--- src/rtl/rr_arbiter8.sv ---
// Eight-way round-robin arbiter with a rotating priority pointer and a per-grant hold limit.
// The owner index is decoded to a one-hot grant that is forced low whenever no grant is active.
module rr_arbiter8 #(
    parameter int HOLD_MAX = 4
) (
    input  logic       clk,
    input  logic       rst,
    input  logic       en,
    input  logic [7:0] req,
    input  logic       done,
    output logic [7:0] gnt,
    output logic [2:0] gnt_idx,
    output logic       gnt_vld
);

    typedef enum logic {
        IDLE  = 1'b0,
        GRANT = 1'b1
    } state_t;

    localparam logic [7:0] HOLD_LAST = 8'(HOLD_MAX - 1);

    state_t     state_q, state_d;
    logic [2:0] ptr_q, ptr_d;
    logic [2:0] idx_q, idx_d;
    logic [7:0] hold_cnt_q, hold_cnt_d;

    logic [7:0] req_rot;
    logic [2:0] win_off;
    logic [2:0] winner;
    logic       release_now;

    // req_rot[k] is the request of requester (ptr + k) mod 8, so bit 0 has top priority.
    for (genvar gi = 0; gi < 8; gi++) begin : g_rot
        assign req_rot[gi] = req[ptr_q + 3'(gi)];
    end

    always_comb begin
        win_off = '0;
        for (int k = 7; k >= 0; k--) begin
            if (req_rot[k]) begin
                win_off = 3'(k);
            end
        end
    end

    assign winner      = ptr_q + win_off;
    assign release_now = done || !req[idx_q] || (hold_cnt_q == HOLD_LAST) || !en;

    always_comb begin
        state_d    = state_q;
        ptr_d      = ptr_q;
        idx_d      = idx_q;
        hold_cnt_d = hold_cnt_q;
        case (state_q)
            IDLE: begin
                if (en && (req != 8'h00)) begin
                    state_d    = GRANT;
                    idx_d      = winner;
                    hold_cnt_d = '0;
                end
            end
            GRANT: begin
                if (release_now) begin
                    state_d    = IDLE;
                    hold_cnt_d = '0;
                    // A revocation by en=0 leaves the owner at the head of the queue.
                    if (en) begin
                        ptr_d = idx_q + 3'd1;
                    end
                end else begin
                    hold_cnt_d = hold_cnt_q + 8'd1;
                end
            end
            default: begin
                state_d = IDLE;
            end
        endcase
    end

    always_ff @(posedge clk or posedge rst) begin
        if (rst) begin
            state_q    <= IDLE;
            ptr_q      <= '0;
            idx_q      <= '0;
            hold_cnt_q <= '0;
        end else begin
            state_q    <= state_d;
            ptr_q      <= ptr_d;
            idx_q      <= idx_d;
            hold_cnt_q <= hold_cnt_d;
        end
    end

    assign gnt_vld = (state_q == GRANT);
    assign gnt_idx = idx_q;

    for (genvar gi = 0; gi < 8; gi++) begin : g_dec
        assign gnt[gi] = gnt_vld && (idx_q == 3'(gi));
    end

endmodule

--- config.mk ---
export PLATFORM = sky130hd
export DESIGN_NAME = rr_arbiter8
export DESIGN_NICKNAME = d
export VERILOG_FILES = /design/src/rtl/rr_arbiter8.sv
export SDC_FILE = /design/constraint.sdc
export NUM_CORES = 1
export LEC_CHECK = 0
export ABC_AREA = 1
export CAP_MARGIN = 20
export CORE_MARGIN = 3
export CORE_UTILIZATION = 30
export CTS_CLUSTER_SIZE = 28
export DETAILED_ROUTE_END_ITERATION = 12
export PLACE_DENSITY_LB_ADDON = 0.2
export RECOVER_POWER = 100
export SYNTH_ARGS = -nofsm -noshare
export SYNTH_HDL_FRONTEND = slang
export SYNTH_SLANG_ARGS = --single-unit
--- constraint.sdc ---
create_clock -name clk -period 5.74 [get_ports clk]
set_input_delay 1.148 -clock clk [delete_from_list [all_inputs] [get_ports clk]]
set_output_delay 1.148 -clock clk [all_outputs]
set_load 0.01 [all_outputs]
## Word level (Yosys, flattened, before mapping)

Index checks and enable logic that the tools add are counted.

| storage, ports and cells | value |
|---|---|
| register bits after elaboration | 15 |
| bits in latches | 0 |
| bits in writable memories | 0 |
| bits in read-only memories | 0 |
| word-level logic and storage cells | 83 |
| memories | 0 |

| operators by class | value |
|---|---|
| add/sub/neg operators | 10 |
| multipliers | 0 |
| div/mod/pow operators | 0 |
| magnitude comparators | 9 |
| eq/ne operators | 9 |
| shift operators | 0 |
| muxes and demuxes | 32 |
| bitwise logic cells | 1 |
| reduce and logical (&&, ||, !) cells | 18 |

Operators by type and width:

| cell | count |
|---|---|
| less-than comparator 3 x 4 -> 1 bit (second input constant) | 9 |
| binary-select mux 1 bit (select 3 bit) | 9 |
| two-way mux 3 bit | 8 |
| two-way mux 8 bit | 2 |
| case mux 8 bit (2 select lines) | 1 |
| adder 3 bit (second input constant) | 4 |
| == test 3 bit (second input constant) | 4 |
| two-way mux 1 bit | 11 |
| logical AND 1 bit | 9 |
| adder 8 x 1 -> 8 bit (second input constant) | 1 |
| == test 8 x 2 -> 1 bit (second input constant) | 1 |
| nonzero test 8 bit | 1 |
| adder 3 x 1 -> 3 bit (second input constant) | 2 |
| adder 3 x 2 -> 3 bit (second input constant) | 2 |
| == test 3 x 2 -> 1 bit (second input constant) | 2 |
| adder 3 bit | 1 |
| == test 3 x 1 -> 1 bit (second input constant) | 1 |
| zero test 3 bit | 1 |
| logical OR 1 bit | 3 |
| AND reduction 3 bit | 1 |
| zero test 1 bit | 2 |
| inequality test 2 bit (second input constant) | 1 |
| case mux 1 bit (2 select lines) | 1 |
| AND reduction 2 bit | 1 |
| NOT 1 bit | 1 |

## Longest topological paths before layout

Gate-level depths: netlist (run 1).

| depth | value |
|---|---|
| depth in word-level cells | 12 |
| mapped depth | 23 |

## Worst setup path before layout (run 1)

No wires, ideal clock.

| path | value |
|---|---|
| kind | input -> register |
| from | input req[1] |
| to | register idx_q[2], in the netlist gnt_idx[2] |
| setup time | 0.118 ns |
| arrival time | 2.726 ns |
| setup slack | 2.897 ns |
| cell stages on the path | 19 |
| path buffers | 0 |
| cells stage by stage | nand2_1 > nand3_2 > nand2_1 > nand2_1 > nand2_1 > nand2_1 > nand2_1 > nand2_1 > nand2_1 > nand2_1 > a21oi_1 > ha_1 > inv_1 > fa_1 > xor2_1 > inv_1 > nand3_1 > nand3_1 > nand2_1 |

| between the ends | value |
|---|---|
| cells in the longest elaborated chain, start to end | 11 |
| elaborated cells on any way between the ends | 28 |
| classes of those cells | add/sub (1); mux (24); reduce/logical (3) |

Ends and longest elaborated chain:

| item | line | text |
|---|---|---|
| from (decl) | 9 | `input logic [7:0] req,` |
| binary-select mux 1 bit (select 3 bit) | 35 | `assign req_rot[gi] = req[ptr_q + 3'(gi)];` |
| two-way mux 1 bit (implied by the code) | 35 |  |
| two-way mux 3 bit (8 in series) | 41 | `if (req_rot[k]) begin` |
| adder 3 bit | 47 | `assign winner = ptr_q + win_off;` |
| to (signal assigned) | 90 | `idx_q <= idx_d;` |
| to (decl) | 25 | `logic [2:0] idx_q, idx_d;` |

Several ways; a longest one is shown, not always the timed one. The select of a mux whose other input is x is not followed.
A chain may end at the register's enable or synchronous reset.

## Worst setup path in the final report (run 1)

| path | value |
|---|---|
| from | input req[6] |
| to | register idx_q[2], in the netlist gnt_idx[2] |

The elaborated chain is that of the path after synthesis.

==> metrics.md, run 1 <==
| Metric | Value |
|---|---|
| Critical Path Most Common Cell | nand2_1 |
| Area leader, netlist | dfrtp_1 |
| Met1 Use GR | 18.1% |
| Clock Path Buffers | 2 |
| Die H | 77.3 um |
| DR pass1 iterations | 4 |
| F_max | 288 MHz |
| Clock sink count | 15 |
| Crit path kind | in -> reg |
| Worst hold path depth | 2 |
| Clock power frac | 10.2% |
| Wire per inst | 11.4 um |
| Gpl congestion | 0.838 |
| Cell area power density | 461 nW/um2 |
| Synthesis-to-layout area growth | 20.9% |
| Worst reg2reg startpoint | ptr_q[1] |
| CP Launch Point | req[6] |
| Relative slew slack | 57.7% |
| Initial antenna violation count | 0 |
| H-tree depth | 1 |
| 1st-iter DRT viols | 51 |
| Setup TNS Final | 0 ps |
| Number of I/O pins | 24 |
| Worst hold start | hold_cnt_q[5] |
| Clk Latency, worst-skew pair | 250 ps |
| Yosys top cell area share | 24.6% |
| Synthesized flop and latch total | 15 |
| Grt peak-use layer | met2 |
| Slowest cell delay on critical path | 640 ps |
| YS warnings | 0 |
| Worst R2R End | gnt_idx[2] |
| Routed WL | 3660 um |
| Rows | 25 |
| GRT overflow | 0 |
| Worst R2R Setup Slack | 2630 ps |
| Vias per cell | 4.61 |
| # diodes | 0 |
| Final hold vios | 0 |
| Netlist cell types | 25 |
| Largest net degree at the start of global routing | 16 |
| Post-CTS Setup Repair Bufs | 0 |
| Peak VDD IR | 149 uV |
| Root Driver | clkbuf_8 |
| Most common cell after layout, fill and taps aside | nand2_1 |
| Syn_area_per_cell | 6.63 um2 |
| Remaining antenna violation count | 0 |
| Number of fill cells in the layout | 533 |
| TritonCTS clock tree | built |
| Worst Hold Endpoint | hold_cnt_q[5] |
| Core area | 4820 um2 |
| First-pass GRT wire length | 6750 um |
| Worst Tran Pin Value | 634 ps |
| Internal | 399 uW |
| Unrepaired setup endpoints after global routing | false |
| Vias in the first global route | 1467 |
| Comb pwr share | 67.4% |
| Final Slew Violations | 0 |
| Initial core utilization | 31.6% |
| Chip width | 77.3 um |
| Hold WC Path Type | reg -> reg |
| Die ar. | 5970 um2 |
| Hold Slack | 513 ps |
| Critical Path AT | 3620 ps |
| Clk slew on worst S/H paths | 60 ps |
| DRC viols | 0 |
| Final setup viols | 0 |
| Critical-path cell list | dlygate4sd3_1, nand2_1, nand3_1, nand3_1, nand2_1, inv_1, nand2_1, nand2_1, nand2_1, nand2_1, a21oi_1, ha_1, inv_1, fa_1, xor2_1, inv_1, nand3_1, nand3_1, nand2_1 |
| Most frequent cells in the layout | nand2_1 (77), nand3_1 (27), inv_1 (24) |
| Total number of vias | 1475 |
| R2R cell count | 20 |
| Endpoint class of the critical path | flip-flop |
| CP max FO | 4 |
| Layout net count | 277 |
| Port Buffers | 23 |
| Net Sw Frac | 53.0% |
| Post-DP HPWL | 2930 um |
| Sequential Power Share | 22.4% |
| WP data required | 5890 ps |
| Cts hold-fix bufs | 0 |
| CP Launch Type | input pin |
| Number of CTS-inserted buffers | 3 |
| Minimum clock period | 3470 ps |
| Post-Syn Area | 1520 um2 |
| Layout cells sized above 1 | 9.88% |
| Slowest stage cell on the critical path | dlygate4sd3_1 |
| CTS-repair resized insts | 0 |
| GR Util met2 | 22.3% |
| Tcrit/Tclk final | 60.5% |
| Seq/Total Area, Yosys | 24.6% |
| Top post-synthesis cells by area | dfrtp_1 (25%), nand2_1 (19%), nand3_1 (8.9%) |
| Run status | complete, no violations |
| Total GRT Usage | 13.7% |
| Syn nets | 253 |
| P_leak | 0.941 nW |
| Clock skew | 4.01 ps |
| Cell count after synthesis | 230 |
| Switching Power | 450 uW |
| Max-cap viol count | 0 |
| Met3 usage | 3.64% |
[worst max-delay path: cells and delay by family]
family / cells / cell delay [ps]
simple gates: 11 / 860
buf+inv: 4 / 810
fa+ha+maj: 2 / 530
xor+xnor: 1 / 160
compound gates: 1 / 120
[logic make-up (layout without fill, tap and decap cells)]
family                   Yosys count  in the layout  share of synthesized area (%)
adder cells (fa/ha/maj)           11             11                           9.52
AND/OR/NAND/NOR                  144            144                           42.3
buffers and inverters             31             54                           9.44
XOR/XNOR                          10             10                           6.98
flip-flops                        15             15                           24.6
AO/OA/AOI/OAI                     19             19                           7.14
[synthesized netlist by cell type, drive strengths merged]
cell / n
a21oi: 2
buf: 3
clkbuf: 1
dfrtp: 15
fa: 1
ha: 10
inv: 27
nand2: 89
nand3: 31
nand4: 2
nor2: 18
nor3: 2
nor4: 2
o21ai: 14
o21bai: 1
o221ai: 2
xnor2: 4
xor2: 6
[final cells by class]
type                       instances  area [um2]  area share [%]
clock buffer                       3        41.3            2.24
clock inverter                     1        5.00           0.272
inverter                          27         106            5.77
multi-input combinational        184        1000            54.3
sequential                        15         375            20.4
tap                               67        83.8            4.55
timing repair buffer              23         230            12.5
[sequential cells by signal (all words and copies together), names as in the netlist]
register	count
hold_cnt_q	8
ptr_q	3
gnt_vld	1
gnt_idx	3
[worst max-delay path by stage]
stage,cells past startpoint,slack [ps],to
2_1_floorplan,19,2900,gnt_idx[2]
3_3_place_gp,19,2120,gnt_idx[2]
3_5_place_dp,19,2100,gnt_idx[2]
4_1_cts,19,2350,gnt_idx[2]
5_1_grt,19,1940,gnt_idx[2]
6_report,19,2270,gnt_idx[2]
[layer usage]
| metal | up-vias | routed length (um) |
|---|---|---|
| li1 | 783 | - |
| met1 | 650 | 1820 |
| met2 | 38 | 1600 |
| met3 | 4 | 224 |
| met4 | 0 | 23 |
| met5 | - | 0 |
[power groups by stage]
stage	registers (mW)	clock network [mW]	logic [mW]
3_3_place_gp	0.196	0	0.586
5_1_grt	0.198	0.0955	0.681
2_1_floorplan	0.155	0	0.491
4_1_cts	0.194	0.0909	0.587
3_5_place_dp	0.196	0	0.584
6_report	0.191	0.0865	0.572
[through the flow]
step	total power, mW	instance area (um2)	worst slack (ps)	std cells	utilization, %
floorplan	0.646	1520	2900	230	-
global placement	0.782	1800	2120	316	37.4
detailed placement	0.780	1800	2100	316	37.4
CTS	0.872	1850	2350	320	38.3
global route	0.975	1840	1940	320	38.3
finish	0.850	1840	2270	320	38.3
Power figures use the tool's default switching activity.
==> run 2: changes to the inputs <==
- clock period: 5.74 -> 3.6 ns (I/O delays scaled with it)
==> run 2 against run 1 <==
Cell area up 0.48%; critical path depth rose by 1; largest power group unchanged; final cell count rose by 0.63%; worst hold slack got worse by 3.2 ps; first-iteration DRC count grew 2.0%; critical path type unchanged; sequential share of layout area shrank 0.096 points; power grew 61%; critical endpoint unchanged; worst setup slack worse by 1700 ps; non-clock buffer count is 2 higher; count of clock-buffer cells in the layout is 1 higher; largest cell class unchanged; sequential power is 42% higher.
==> metrics.md, run 2 (same netlist as run 1, synthesis figures left out) <==
| Metric | Value |
|---|---|
| Run status | complete, no violations |
| Slowest cell delay on critical path | 620 ps |
| Clk Latency, worst-skew pair | 250 ps |
| Setup TNS Final | 0 ps |
| Clock Path Buffers | 2 |
| P_leak | 0.947 nW |
| Post-CTS Setup Repair Bufs | 0 |
| Peak VDD IR | 250 uV |
| Most frequent cells in the layout | nand2_1 (77), nand3_1 (28), inv_1 (24) |
| Layout net count | 279 |
| Switching Power | 716 uW |
| DRC viols | 0 |
| GRT overflow | 0 |
| Register area | 375 um2 |
| Post-DP HPWL | 2950 um |
| Slowest stage cell on the critical path | dlygate4sd3_1 |
| Hold WC Path Type | reg -> reg |
| Met2 WL | 1650 um |
| DRT met1 WL | 1860 um |
| Total number of vias | 1441 |
| Worst Tran Pin Value | 607 ps |
| Unrepaired setup endpoints after global routing | false |
| Rows | 25 |
| Critical Path Most Common Cell | nand2_1 |
| H-tree depth | 1 |
| Root Driver | clkbuf_8 |
| Number of fill cells in the layout | 536 |
| CP max FO | 4 |
| Vias in the first global route | 1473 |
| Tcrit/Tclk final | 83.5% |
| Clock skew | 3.21 ps |
| DR pass1 iterations | 4 |
| Met3 wire len | 182 um |
| Die ar. | 5970 um2 |
| WP data required | 3740 ps |
| Comb pwr share | 70.3% |
| Relative slew slack | 59.5% |
| Final setup viols | 0 |
| Cts hold-fix bufs | 0 |
| Clock sink count | 15 |
| Max reg flops | 8 |
| Critical Path AT | 3140 ps |
| Hold Slack | 510 ps |
| Die H | 77.3 um |
| Max-cap viol count | 0 |
| Cell area power density | 739 nW/um2 |
| Clock power frac | 9.9% |
| Layout cells sized above 1 | 9.80% |
| Synthesis-to-layout area growth | 21.5% |
| Wire per inst | 11.5 um |
| CTS-repair resized insts | 0 |
| Gpl congestion | 0.846 |
| TritonCTS clock tree | built |
| Endpoint class of the critical path | flip-flop |
| Clk slew on worst S/H paths | 60 ps |
| Multi-input logic area | 996 um2 |
| Initial antenna violation count | 0 |
| Net Sw Frac | 52.3% |
| Vias per cell | 4.48 |
| First-pass GRT wire length | 6730 um |
| Minimum clock period | 3010 ps |
| Largest net degree at the start of global routing | 16 |
| Top Layer Used | met4 |
| Number of CTS-inserted buffers | 3 |
| Most common cell after layout, fill and taps aside | nand2_1 |
| Reg with most FFs | hold_cnt_q |
| Internal | 653 uW |
| Final Slew Violations | 0 |
| # diodes | 0 |
| Crit path kind | in -> reg |
| CP Launch Type | input pin |
| Initial core utilization | 31.6% |
| Remaining antenna violation count | 0 |
| Total GRT Usage | 13.7% |
| 1st-iter DRT viols | 52 |
| F_max | 333 MHz |
| Core area | 4820 um2 |
| Port Buffers | 23 |
| Chip width | 77.3 um |
| Number of I/O pins | 24 |
| Routed WL | 3710 um |
| Critical-path cell list | dlygate4sd3_1, nand2_1, nand3_1, nand2_1, nand2_1, nand2_1, nand2_1, nand2_1, nand2_1, nand2_1, nand2_1, a21oi_1, ha_1, inv_1, fa_1, xor2_1, inv_1, nand3_1, nand3_1, nand2_1 |
| Sequential Power Share | 19.8% |
| Final hold vios | 0 |
run 2: cell types whose count changed in the layout (fill, tap and decap cells not counted):
cell,previous run,this run
clkinv_2,1,0
nand3_1,27,28
buf_4,0,2
nand3_2,4,3
clkbuf_1,0,1
run 2: through the flow:
step / cell area [um2] / utilization (%) / instances / worst slack (ps) / total power, mW
CTS: 1860 / 38.6 / 322 / 683 / 1.41
detailed placement: 1820 / 37.7 / 318 / 429 / 1.26
finish: 1850 / 38.4 / 322 / 594 / 1.37
global placement: 1820 / 37.7 / 318 / 419 / 1.27
global route: 1850 / 38.4 / 322 / 290 / 1.57
floorplan: 1520 / - / 230 / 978 / 1.03
run 2: path summary, 6_finish.rpt:
kind / to / slack (ps) / cells after the start / startpoint
max: gnt_idx[2] / 590 / 20 / req[5]
min: hold_cnt_q[5] / 510 / 2 / hold_cnt_q[5]
max reg2reg: gnt_idx[2] / 870 / 20 / ptr_q[0]
min reg2reg: hold_cnt_q[5] / 510 / 2 / hold_cnt_q[5]
max in group asynchronous: gnt_idx[1] / 2250 / 2 / rst
min in group asynchronous: hold_cnt_q[6] / 970 / 2 / rst
run 2: area by class of cell:
type	instances	area share (%)
inverters	27	5.74
repair buffers	25	13.2
multi-input cells	184	53.8
flip-flops and latches	15	20.3
clock buffers	4	2.43
well taps	67	4.53
run 2: power groups by stage:
stage / Clock [mW] / Combinational (mW) / Sequential, mW
floorplan: 0 / 0.783 / 0.247
global placement: 0 / 0.987 / 0.278
detailed placement: 0 / 0.984 / 0.278
CTS: 0.144 / 0.989 / 0.275
global route: 0.149 / 1.14 / 0.281
finish: 0.135 / 0.962 / 0.271
run 2: metal layers:
layer	GRT usage [%]	vias to the layer above
li1	-	786
met1	18.6	619
met2	22.5	34
met3	2.82	2
met4	2.67	0
met5	0	-
run 2: worst max-delay path: cells and delay by family:
family,cells,cell delay [ps]
AOI/OAI and AO/OA,1,130
xor gates and xnor gates,1,160
adders and majority gates,2,510
buffers and inverters,3,740
and+or+nand+nor,13,870
==> run 3: changes to the inputs <==
- clock period: 3.6 -> 3.1 ns (I/O delays scaled with it)
==> run 3 against run 2 <==
Final cell count increased by 1.2%; worst setup slack lost 300 ps; highest routed layer unchanged; clock power is 16% higher; first-iteration DRC count up 25%; critical endpoint unchanged; core utilization up 0.81 points.
==> metrics.md, run 3 (same netlist as run 1, synthesis figures left out) <==
| Metric | Value |
|---|---|
| Run status | complete, no violations |
| CTS-repair resized insts | 0 |
| First-pass GRT wire length | 6590 um |
| Layout net count | 283 |
| Max reg flops | 8 |
| Number of fill cells in the layout | 525 |
| Chip width | 77.3 um |
| CP max FO | 4 |
| Cts hold-fix bufs | 0 |
| Vias in the first global route | 1476 |
| Final hold vios | 0 |
| Total number of vias | 1488 |
| Die ar. | 5970 um2 |
| Gpl congestion | 0.864 |
| Vias per cell | 4.56 |
| Core area | 4820 um2 |
| Cell area power density | 853 nW/um2 |
| Clk slew on worst S/H paths | 60 ps |
| Met3 usage | 2.82% |
| GR Util met2 | 23.1% |
| # diodes | 0 |
| Grt peak-use layer | met2 |
| Number of I/O pins | 24 |
| DR pass1 iterations | 4 |
| Remaining antenna violation count | 0 |
| Root Driver | clkbuf_8 |
| Pre-CTS WS | 28.4 ps |
| Synthesis-to-layout area growth | 24.1% |
| Clock sink count | 15 |
| Final Slew Violations | 0 |
| Post-CTS Setup Repair Bufs | 0 |
| Hold WC Path Type | reg -> reg |
| Most common cell after layout, fill and taps aside | nand2_1 |
| Clock skew | 1.62 ps |
| Max-cap viol count | 0 |
| Peak VDD IR | 315 uV |
| Endpoint class of the critical path | flip-flop |
| Post-DP HPWL | 3030 um |
| Reg with most FFs | hold_cnt_q |
| Worst Tran Pin Value | 580 ps |
| H-tree depth | 1 |
| Wire per inst | 11.4 um |
| Number of CTS-inserted buffers | 3 |
| GRT overflow | 0 |
| P_leak | 0.967 nW |
| WP data required | 3240 ps |
| Minimum clock period | 2800 ps |
| Clock Path Buffers | 2 |
| Crit path kind | in -> reg |
| Met1 Use GR | 17.0% |
| Clk Latency, worst-skew pair | 240 ps |
| Rows | 25 |
| Port Buffers | 23 |
| Relative slew slack | 61.3% |
| DRC viols | 0 |
| Critical Path AT | 2940 ps |
| Setup ws final | 296 ps |
| Hold Slack | 503 ps |
| Tcrit/Tclk final | 90.4% |
| TritonCTS clock tree | built |
| Most frequent cells in the layout | nand2_1 (77), nand3_1 (27), inv_1 (24) |
| Worst R2R Setup Slack | 350 ps |
| F_max | 357 MHz |
| Die H | 77.3 um |
| Final setup viols | 0 |
| Largest net degree at the start of global routing | 16 |
| Layout cells sized above 1 | 12.0% |
| Initial antenna violation count | 0 |
| Total GRT Usage | 13.3% |
| Unrepaired setup endpoints after global routing | false |
| Setup TNS Final | 0 ps |
| CP Launch Type | input pin |
| Initial core utilization | 31.6% |
| Routed WL | 3720 um |
| 1st-iter DRT viols | 65 |
run 3: cell count changes in the layout (fill, tap and decap cells not counted), sizes merged:
cell and change:
clkbuf +1, dlygate4sd3 -1, clkdlybuf4s50 +1, buf +3
run 3: layer usage:
metal  wire [um]  part of all wire [%]
met1        1780                    48
met2        1710                    46
met3         211                   5.7
met4          12                  0.32
met5           0                     0
run 3: final timing paths:
kind | from | depth (start not counted) | to
worst max register to register | ptr_q[0] | 20 | gnt_idx[2]
worst min-delay path | hold_cnt_q[5] | 2 | hold_cnt_q[5]
max in group asynchronous | rst | 2 | ptr_q[2]
worst min register to register | hold_cnt_q[5] | 2 | hold_cnt_q[5]
worst max-delay path | req[6] | 19 | gnt_idx[2]
min in group asynchronous | rst | 2 | gnt_vld
run 3: power breakdown:
group          internal [mW]  leakage, nW  switching (mW)
combinational          0.446        0.745           0.706
sequential             0.235        0.200          0.0689
clock                 0.0909       0.0228          0.0647
run 3: final cells by class:
type	instances	area [um2]	share of cell area [%]
repair buffers	29	275	14.6
multi-input cells	184	1000	53.1
clock buffers	4	45.0	2.38
well taps	67	83.8	4.43
inverters	27	106	5.63
flip-flops and latches	15	375	19.9
run 3: metrics by stage:
stage | utilization, % | power [mW] | instances | area (um2)
5_1_grt | 39.2 | 1.82 | 326 | 1890
6_report | 39.2 | 1.61 | 326 | 1890
3_5_place_dp | 38.3 | 1.49 | 322 | 1850
3_3_place_gp | 38.3 | 1.49 | 322 | 1850
4_1_cts | 39.2 | 1.66 | 326 | 1890
2_1_floorplan | - | 1.20 | 230 | 1520
run 3: critical path, cell delays in order:
cell             delay, ps
clkdlybuf4s50_1        570
nand2_1                100
nand3_1                110
nand3_1                 80
nand2_1                120
inv_1                   50
nand2_1                 60
nand2_1                 40
nand2_1                 50
nand2_1                 40
a21oi_1                120
ha_1                   150
inv_1                   40
fa_1                   370
xor2_1                 160
inv_1                   60
nand3_1                 70
nand3_1                 80
nand2_1                 50
